===== config.mk =====
export PLATFORM = sky130hd
export DESIGN_NAME = input_buffer
export DESIGN_NICKNAME = d
export VERILOG_FILES = /design/src/rtl/noc_params.sv /design/src/rtl/rc_unit.sv /design/src/rtl/input_buffer.sv
export SDC_FILE = /design/constraint.sdc
export NUM_CORES = 1
export LEC_CHECK = 0
export BUFFER_PORTS_ARGS = -buffer_cell sky130_fd_sc_hd__buf_2
export CAP_MARGIN = 10
export CORE_UTILIZATION = 57
export DETAILED_ROUTE_END_ITERATION = 8
export PLACE_DENSITY = 0.74
export SLEW_MARGIN = 30
export SYNTH_ARGS = -nofsm -noshare
export SYNTH_HDL_FRONTEND = slang
export SYNTH_SLANG_ARGS = --single-unit

===== constraint.sdc =====
create_clock -name clk -period 14.2 [get_ports clk]
set_clock_uncertainty 0.15 [all_clocks]
set_input_delay 1.42 -clock clk [delete_from_list [all_inputs] [get_ports clk]]
set_output_delay 1.42 -clock clk [all_outputs]
set_load 0.02 [all_outputs]

===== src/rtl/noc_params.sv =====
// Shared NoC types: flit layout, flit labels, router ports.
package noc_params;

    localparam int DEST_ADDR_SIZE = 4;
    localparam int VC_SIZE = 2;
    localparam int PAYLOAD_SIZE = 8;

    typedef enum logic [1:0] {
        HEAD,
        BODY,
        TAIL,
        HEADTAIL
    } flit_label_t;

    typedef enum logic [2:0] {
        LOCAL,
        NORTH,
        SOUTH,
        WEST,
        EAST
    } port_t;

    typedef struct packed {
        flit_label_t flit_label;
        logic [VC_SIZE-1:0] vc_id;
        logic [DEST_ADDR_SIZE-1:0] x_dest;
        logic [DEST_ADDR_SIZE-1:0] y_dest;
        logic [PAYLOAD_SIZE-1:0] payload;
    } flit_t;

endpackage


===== src/rtl/rc_unit.sv =====
// Dimension-ordered (X then Y) route computation.
module rc_unit
    import noc_params::*;
#(
    parameter int X_CURRENT = 0,
    parameter int Y_CURRENT = 0
) (
    input  logic [DEST_ADDR_SIZE-1:0] x_dest,
    input  logic [DEST_ADDR_SIZE-1:0] y_dest,
    output port_t                     out_port
);

    localparam logic [DEST_ADDR_SIZE-1:0] XC = DEST_ADDR_SIZE'(X_CURRENT);
    localparam logic [DEST_ADDR_SIZE-1:0] YC = DEST_ADDR_SIZE'(Y_CURRENT);

    always_comb begin
        out_port = LOCAL;
        if (x_dest > XC)
            out_port = EAST;
        else if (x_dest < XC)
            out_port = WEST;
        else if (y_dest > YC)
            out_port = SOUTH;
        else if (y_dest < YC)
            out_port = NORTH;
    end

endmodule


===== src/rtl/input_buffer.sv =====
// Router input port: flit FIFO plus per-packet VA/SA control.
module input_buffer
    import noc_params::*;
#(
    parameter int BUFFER_SIZE = 8,
    parameter int X_CURRENT = 0,
    parameter int Y_CURRENT = 0
) (
    input  logic               clk,
    input  logic               rst_n,
    input  flit_t              data_i,
    input  logic               valid_i,
    input  logic               read_i,
    input  logic               vc_valid_i,
    input  logic [VC_SIZE-1:0] vc_new_i,
    output flit_t              data_o,
    output port_t              out_port_o,
    output logic               va_request_o,
    output logic               sa_request_o,
    output logic               is_full_o,
    output logic               is_empty_o,
    output logic               error_o
);

    localparam int PW = $clog2(BUFFER_SIZE);
    localparam logic [PW:0] DEPTH = (PW+1)'(BUFFER_SIZE);

    localparam logic [1:0] IDLE   = 2'd0;
    localparam logic [1:0] VA     = 2'd1;
    localparam logic [1:0] ACTIVE = 2'd2;

    flit_t mem [BUFFER_SIZE];
    logic [PW-1:0] rd_ptr, wr_ptr;
    logic [PW:0] count;
    logic [1:0] state;
    logic [VC_SIZE-1:0] vc;
    logic hdr_sent;
    port_t route;
    flit_t head;

    logic empty, full, is_head, is_tail;
    logic pop_ok, discard, pop, push;
    logic bad_read, overflow, stray_head;

    assign head = mem[rd_ptr];
    assign empty = (count == '0);
    assign full = (count == DEPTH);
    assign is_head = (head.flit_label == HEAD) ||
                     (head.flit_label == HEADTAIL);
    assign is_tail = (head.flit_label == TAIL) ||
                     (head.flit_label == HEADTAIL);

    // An orphan body/tail at the head in IDLE is drained like a pop.
    assign pop_ok = read_i && (state == ACTIVE) && !empty;
    assign discard = (state == IDLE) && !empty && !is_head;
    assign pop = pop_ok || discard;
    assign push = valid_i && (!full || pop);

    assign bad_read = read_i && !pop_ok;
    assign overflow = valid_i && full && !pop;
    // hdr_sent marks that this packet's own header already left.
    assign stray_head = (state == ACTIVE) && hdr_sent &&
                        !empty && is_head;

    rc_unit #(
        .X_CURRENT(X_CURRENT),
        .Y_CURRENT(Y_CURRENT)
    ) u_rc (
        .x_dest  (head.x_dest),
        .y_dest  (head.y_dest),
        .out_port(route)
    );

    always_ff @(posedge clk) begin
        if (push)
            mem[wr_ptr] <= data_i;
    end

    always_ff @(posedge clk or negedge rst_n) begin
        if (!rst_n) begin
            rd_ptr <= '0;
            wr_ptr <= '0;
            count <= '0;
        end else begin
            if (push)
                wr_ptr <= wr_ptr + 1'b1;
            if (pop)
                rd_ptr <= rd_ptr + 1'b1;
            count <= count + (PW+1)'(push) - (PW+1)'(pop);
        end
    end

    always_ff @(posedge clk or negedge rst_n) begin
        if (!rst_n) begin
            state <= IDLE;
            out_port_o <= LOCAL;
            vc <= '0;
            hdr_sent <= 1'b0;
            error_o <= 1'b0;
        end else begin
            if (bad_read || overflow || discard || stray_head)
                error_o <= 1'b1;
            unique case (state)
                IDLE: begin
                    hdr_sent <= 1'b0;
                    if (!empty && is_head) begin
                        state <= VA;
                        out_port_o <= route;
                    end
                end
                VA: begin
                    if (vc_valid_i) begin
                        state <= ACTIVE;
                        vc <= vc_new_i;
                    end
                end
                ACTIVE: begin
                    if (pop_ok) begin
                        hdr_sent <= 1'b1;
                        if (is_tail)
                            state <= IDLE;
                    end
                end
                default: state <= IDLE;
            endcase
        end
    end

    always_comb begin
        data_o = head;
        data_o.vc_id = vc;
    end

    assign va_request_o = (state == VA);
    assign sa_request_o = (state == ACTIVE) && !empty;
    assign is_full_o = full;
    assign is_empty_o = empty;

endmodule

Word level (Yosys, flattened, before mapping)
Memory sizes are Yosys's and may differ from the RTL's. Cells that the tools add are included.

Flip-flop bits (word level): 19. Bits in writable memories: 160. Bits of input ports: 27. Output and inout bits: 28. Memories kept: 1.

Add/sub/neg operators: 4. Order comparisons: 4. Equality and inequality tests: 9. Mux-type cells: 13. Reductions and logical operators: 33.

Memories: mem (words 8, width 20, read ports 1, clocked after memory_dff 0, wr ports 1, line input_buffer.sv:32) `flit_t mem [BUFFER_SIZE];`.

Operators by type and width (count): 1-bit logical AND (13); 3-bit two-way mux (3); 4-bit by 1-bit > comparator with 1-bit output, second input constant (2); 4-bit by 1-bit less-than comparator with 1-bit output, second input constant (2); 2-bit two-way mux (4); 1-bit logical OR (7); 3-bit by 1-bit adder with 3-bit output, second input constant (2); 2-bit == test, second input constant (3); 2-bit != test, second input constant (3); 2-bit case mux with 3 select lines (1); 2-bit AND reduction (3); 1-bit logical NOT (5); 4-bit by 1-bit adder with 4-bit output (1); 4-bit == test, second input constant (1); 2-bit logical NOT (2); 4-bit logical NOT (1); 1-bit two-way mux (4); 4-bit AND reduction (1); 4-bit by 1-bit subtractor with 4-bit output (1); 2-bit by 1-bit == test with 1-bit output, second input constant (1); 2-bit by 1-bit != test with 1-bit output, second input constant (1); 1-bit case mux with 2 select lines (1); 2-bit nonzero test (1).

Depth between registers and ports, before layout
An unclocked memory read counts as a cell.

Depth in word-level cells: 11. Depth in mapped cells: 14. Depth with buffers taken out: 11.

Hierarchy
From an unflattened synthesis, not the netlist that was laid out.

Cell total of the unflattened synthesis: 306. Area total of the unflattened synthesis: 6458.7 um^2.

By module, submodules not included: input_buffer (instances 1, cells an instance 301, area each 6426.2 um^2); rc_unit (instances 1, cells an instance 5, area each 32.5 um^2).

Worst setup path after synthesis
Ideal clock, no wire load.

Kind: reg2reg. Start point: reg rd_ptr[0]. End point: mem mem[0][0] in the netlist's numbering (enable). Arrival: 5145 ps. Required time: 13611 ps. Setup slack: 8466 ps. Stages on the path, launching flop included: 11. Path buffers: 3. Cell sequence: dfrtp_1 > buf_6 > buf_2 > buf_2 > mux4_2 > mux2_2 > ha_1 > nor2b_1 > a2111oi_2 > o21ai_1 > nor4_1.

RTL lines: start: declaration (line input_buffer.sv:33) `logic [PW-1:0] rd_ptr, wr_ptr;`; start signal: assignment (line input_buffer.sv:88) `rd_ptr <= rd_ptr + 1'b1;`; end: declaration (line input_buffer.sv:32).

Final worst setup path
Start point: reg rd_ptr[0]. End point: mem mem[1][19] in the netlist's numbering (enable).

Word-level cells in the longest chain between the ends: 10.

Ends and longest elaborated chain: memory 8 x 20 bit (*); 2-bit == test or 2-bit logical NOT (tied branches) (line input_buffer.sv:49, input_buffer.sv:48); 1-bit logical OR (*) (line input_buffer.sv:48) `assign is_head = (head.flit_label == HEAD) ||`; 1-bit logical NOT (*) (line input_buffer.sv:55) `assign discard = (state == IDLE) && !empty && !is_head;`; 1-bit logical AND (*) (line input_buffer.sv:55); 1-bit logical OR (*) (line input_buffer.sv:56) `assign pop = pop_ok || discard;`; 1-bit logical OR (*) (line input_buffer.sv:57) `assign push = valid_i && (!full || pop);`; 1-bit logical AND (*) (line input_buffer.sv:57); 1-bit two-way mux (*) (line input_buffer.sv:75) `if (push)`; 1-bit two-way mux (implied by the code) (*) (line input_buffer.sv:76) `mem[wr_ptr] <= data_i;`.

Every way passes the cells marked *; elsewhere a longest branch is shown, timed or not.

==> flow_summary_export.csv <==
group,metric,value,unit
critical_path,crit_fanout,38,
critical_path,path_depth,9,
route,first_pass_iters,4,
hold_path,worstHoldPathType,"flip-flop to flip-flop",
route,routed_wl,10700,um
grt,grt_usage,20.9,%
grt,grt_max_degree,39,
pwr,switching_share,32.3,%
clock_tree,cts_hold_buf,0,
cells_and_area,mostFrequentLayoutCells,"144 x edfxtp_1, 51 x buf_2, 29 x mux4_2",
pwr,p_per_area,216,nW/um2
clock_tree,htreeDepth,4,
pwr,p_leak,2.61,nW
route,vias_per_cell,5.78,
route,route.met3.wl,637,um
critical_path,critPathBufInv,2,
cells_and_area,drive_gt1_share,39.0,%
route,ant_nets,0,
placed_design,dp_hpwl,6320,um
timing,tightest_slew,0.838,ns
cells_and_area,diodes,0,
route,first_iter_violations,200,
yosys,synth_top_area_cell,"edfxtp_1",
cells_and_area,final_nets,408,
timing,relSlewSlack,44.0,%
yosys,synth_top_area_share,67.5,%
yosys,ys_ff_latch,162,
critical_path,crit-reg2reg-capture,"mem[1][19]",
clock_tree,cts_tree,"yes",
critical_path,critPathKind,"flip-flop to flip-flop",
critical_path,end_kind,"flip-flop",
timing,hold_violations,0,
placed_design,place_congestion,0.701,
timing,slew_violations,0,
critical_path,r2r_slack,9.16,ns
pwr,seq_power_share,40.3,%
floorplan,core-area,10900,um2
critical_path,crit_end,"mem[1][19]",
clock_tree,clockBufferDepth,2,
grt,grt-ovfl-total,0,
floorplan,io_pins,55,
critical_path,start_kind,"flip-flop",
floorplan,num_rows,38,
yosys,synth-warning-count,0,
yosys,synth_top_cells_by_area,"edfxtp_1 68%, mux4_2 10%, dfrtp_1 7.0%",
route,met2_length,5360,um
floorplan,fp.dieW,108,um
critical_path,critPathTopFamily,"compound AO/OA/AOI/OAI gates",
clock_tree,cts_resized,0,
pwr,pwr-share-comb,35.1,%
timing,period_minus_slack,5.04,ns
run_status,status,"finished, final reports clean",
route,wl_met1,4630,um
placed_design,port_buffers,51,
critical_path,slowest_stage,"a2111oi_2",
pwr,power.total,1.61,mW
clock_tree,clk-insertion-delay-late,0.52,ns
run,drv_cap,0,
critical_path,cpMostUsedCell,"buf_4",
yosys,synth.avg_cell_area,21.2,um2
pwr,p_int,1.09,mW
yosys,syn-instance-count,302,
cells_and_area,syn_to_final_growth,15.8,%
timing,finalSetupTns,0,ns
cells_and_area,final_common_cell,"edfxtp_1",
grt,grt_pass1_wl,16600,um
timing,timing.fmax,198,MHz
yosys,ys_seq_area_share,74.5,%
pwr,p_sw,0.518,mW
grt,grt_antenna_before_repair,0,
critical_path,r2r_cells,9,
floorplan,die_h,108,um
critical_path,worstPathRequired,14.26,ns
yosys,syn_nets,339,
hold_path,hp-start,"out_port_o[1]",
clock_tree,cts_buffers,17,
cells_and_area,final_cells,522,
grt,grt_pass1_vias,3111,
critical_path,crit_arrival,5.10,ns
critical_path,path_cells,"buf_4 -> mux4_2 -> mux2_2 -> ha_1 -> nor2b_1 -> a2111oi_2 -> o21ai_1 -> nor3_2 -> buf_4",
clock_tree,post-cts-setup-buffers,0,
floorplan,die_area,11700,um2
timing,rsz0062_at_grt,"false",
pwr,vdd_drop_max,0.191,mV
placed_design,dpl.cell_count,492,
yosys,synth_cell_types,35,
critical_path,reg2reg_from,"rd_ptr[0]",
floorplan,start_util,58.8,%
timing,holdWs,0.338,ns
route,post_drt_wl_per_cell,20.5,um
clock_tree,cts_root_buf,"clkbuf_8",
clock_tree,cts.reportedPaths.clkPinSlew,0.06,ns
route,vias,3018,
route,route.detailed.drc,0,
critical_path,cp-startpoint,"rd_ptr[0]",
critical_path,slowest_delay,0.74,ns
timing,fin_crit_sh,35.5,%
pwr,power_frac_clock,24.6,%
yosys,netlist_area,6400,um2
route,topRoutingLayerUsed,"met4",
timing,setup_violations,0,
clock_tree,cts_sinks,162,
-- worst register-to-register path, stage by stage (launching register included) --
cell and delay [ns]:
dfrtp_2 0.34, buf_4 0.58, mux4_2 0.61, mux2_2 0.31, ha_1 0.31, nor2b_1 0.17
a2111oi_2 0.74, o21ai_1 0.46, nor3_2 0.69, buf_4 0.37
-- kinds of logic after synthesis --
family / count (synthesis) / share of synthesized area [%]
multiplexers: 59 / 17.1
AND/OR/NAND/NOR: 29 / 2.32
adder cells (fa/ha/maj): 10 / 2.07
XOR/XNOR: 6 / 0.821
other: 1 / 0.0585
buffers and inverters: 20 / 1.41
AO/OA/AOI/OAI: 15 / 1.68
flip-flops: 162 / 74.5
-- state kept, by name, summed over array words and instances (netlist names) --
signal      flops
vc              2
rd_ptr          3
count           4
error_o         1
state           2
hdr_sent        1
mem           144
wr_ptr          3
out_port_o      2
-- worst min path at each step --
| stage | cells after the start | endpoint |
|---|---|---|
| floorplan | 1 | hdr_sent |
| CTS | 2 | out_port_o[1] |
| global placement | 2 | out_port_o[1] |
| detailed placement | 2 | out_port_o[1] |
| finish | 2 | out_port_o[1] |
| global route | 1 | out_port_o[2] |
-- Yosys cell counts --
master	instances
buf_4	1
nor2b_1	1
nor2_1	5
mux2i_1	1
mux4_2	29
a31oi_1	1
nand2_1	7
nor4_1	2
and3_1	1
nand2b_1	3
o21ai_1	1
xnor2_1	3
xor2_1	3
ha_1	9
clkbuf_1	7
buf_2	3
mux4_1	7
mux2_2	22
or3b_2	1
a2111oi_2	1
buf_6	1
o22a_1	1
dfrtp_1	18
edfxtp_1	144
o21ai_0	3
or4_4	1
inv_1	8
conb_1	1
a21o_1	1
a21oi_1	1
nor3_1	5
o211ai_1	4
o31ai_1	2
nand3_1	3
fa_1	1
-- final cells by class --
cell class,count,area (um2)
repair buffers,62,338
flip-flops and latches,162,4780
well taps,140,175
inverters,8,30.0
multi-input cells,120,1590
clock buffers,20,425
fillers,690,3470
clock inverters,10,86.3
-- power by group through the flow --
stage / registers, mW / clock network, mW / logic (mW)
finish: 0.647 / 0.394 / 0.564
global placement: 0.650 / 0 / 0.560
CTS: 0.647 / 0.404 / 0.575
floorplan: 0.649 / 0 / 0.415
detailed placement: 0.656 / 0 / 0.570
global route: 0.655 / 0.423 / 0.613
-- metal layers --
layer  vias to the layer above  global-route usage (%)
met5                         -                       0
met4                         0                    7.14
met3                         6                    6.75
met2                        83                    33.7
met1                      1550                    26.9
li1                       1379                       -
-- stage by stage --
| stage | setup WS (ns) | utilization [%] | instance area [um2] |
|---|---|---|---|
| floorplan | 8.47 | - | 6400 |
| global placement | 8.97 | 63.3 | 6890 |
| detailed placement | 8.91 | 63.3 | 6900 |
| CTS | 8.88 | 68.0 | 7410 |
| global route | 8.84 | 68.1 | 7420 |
| finish | 9.16 | 68.1 | 7420 |
(Power assumes the default switching activity.)
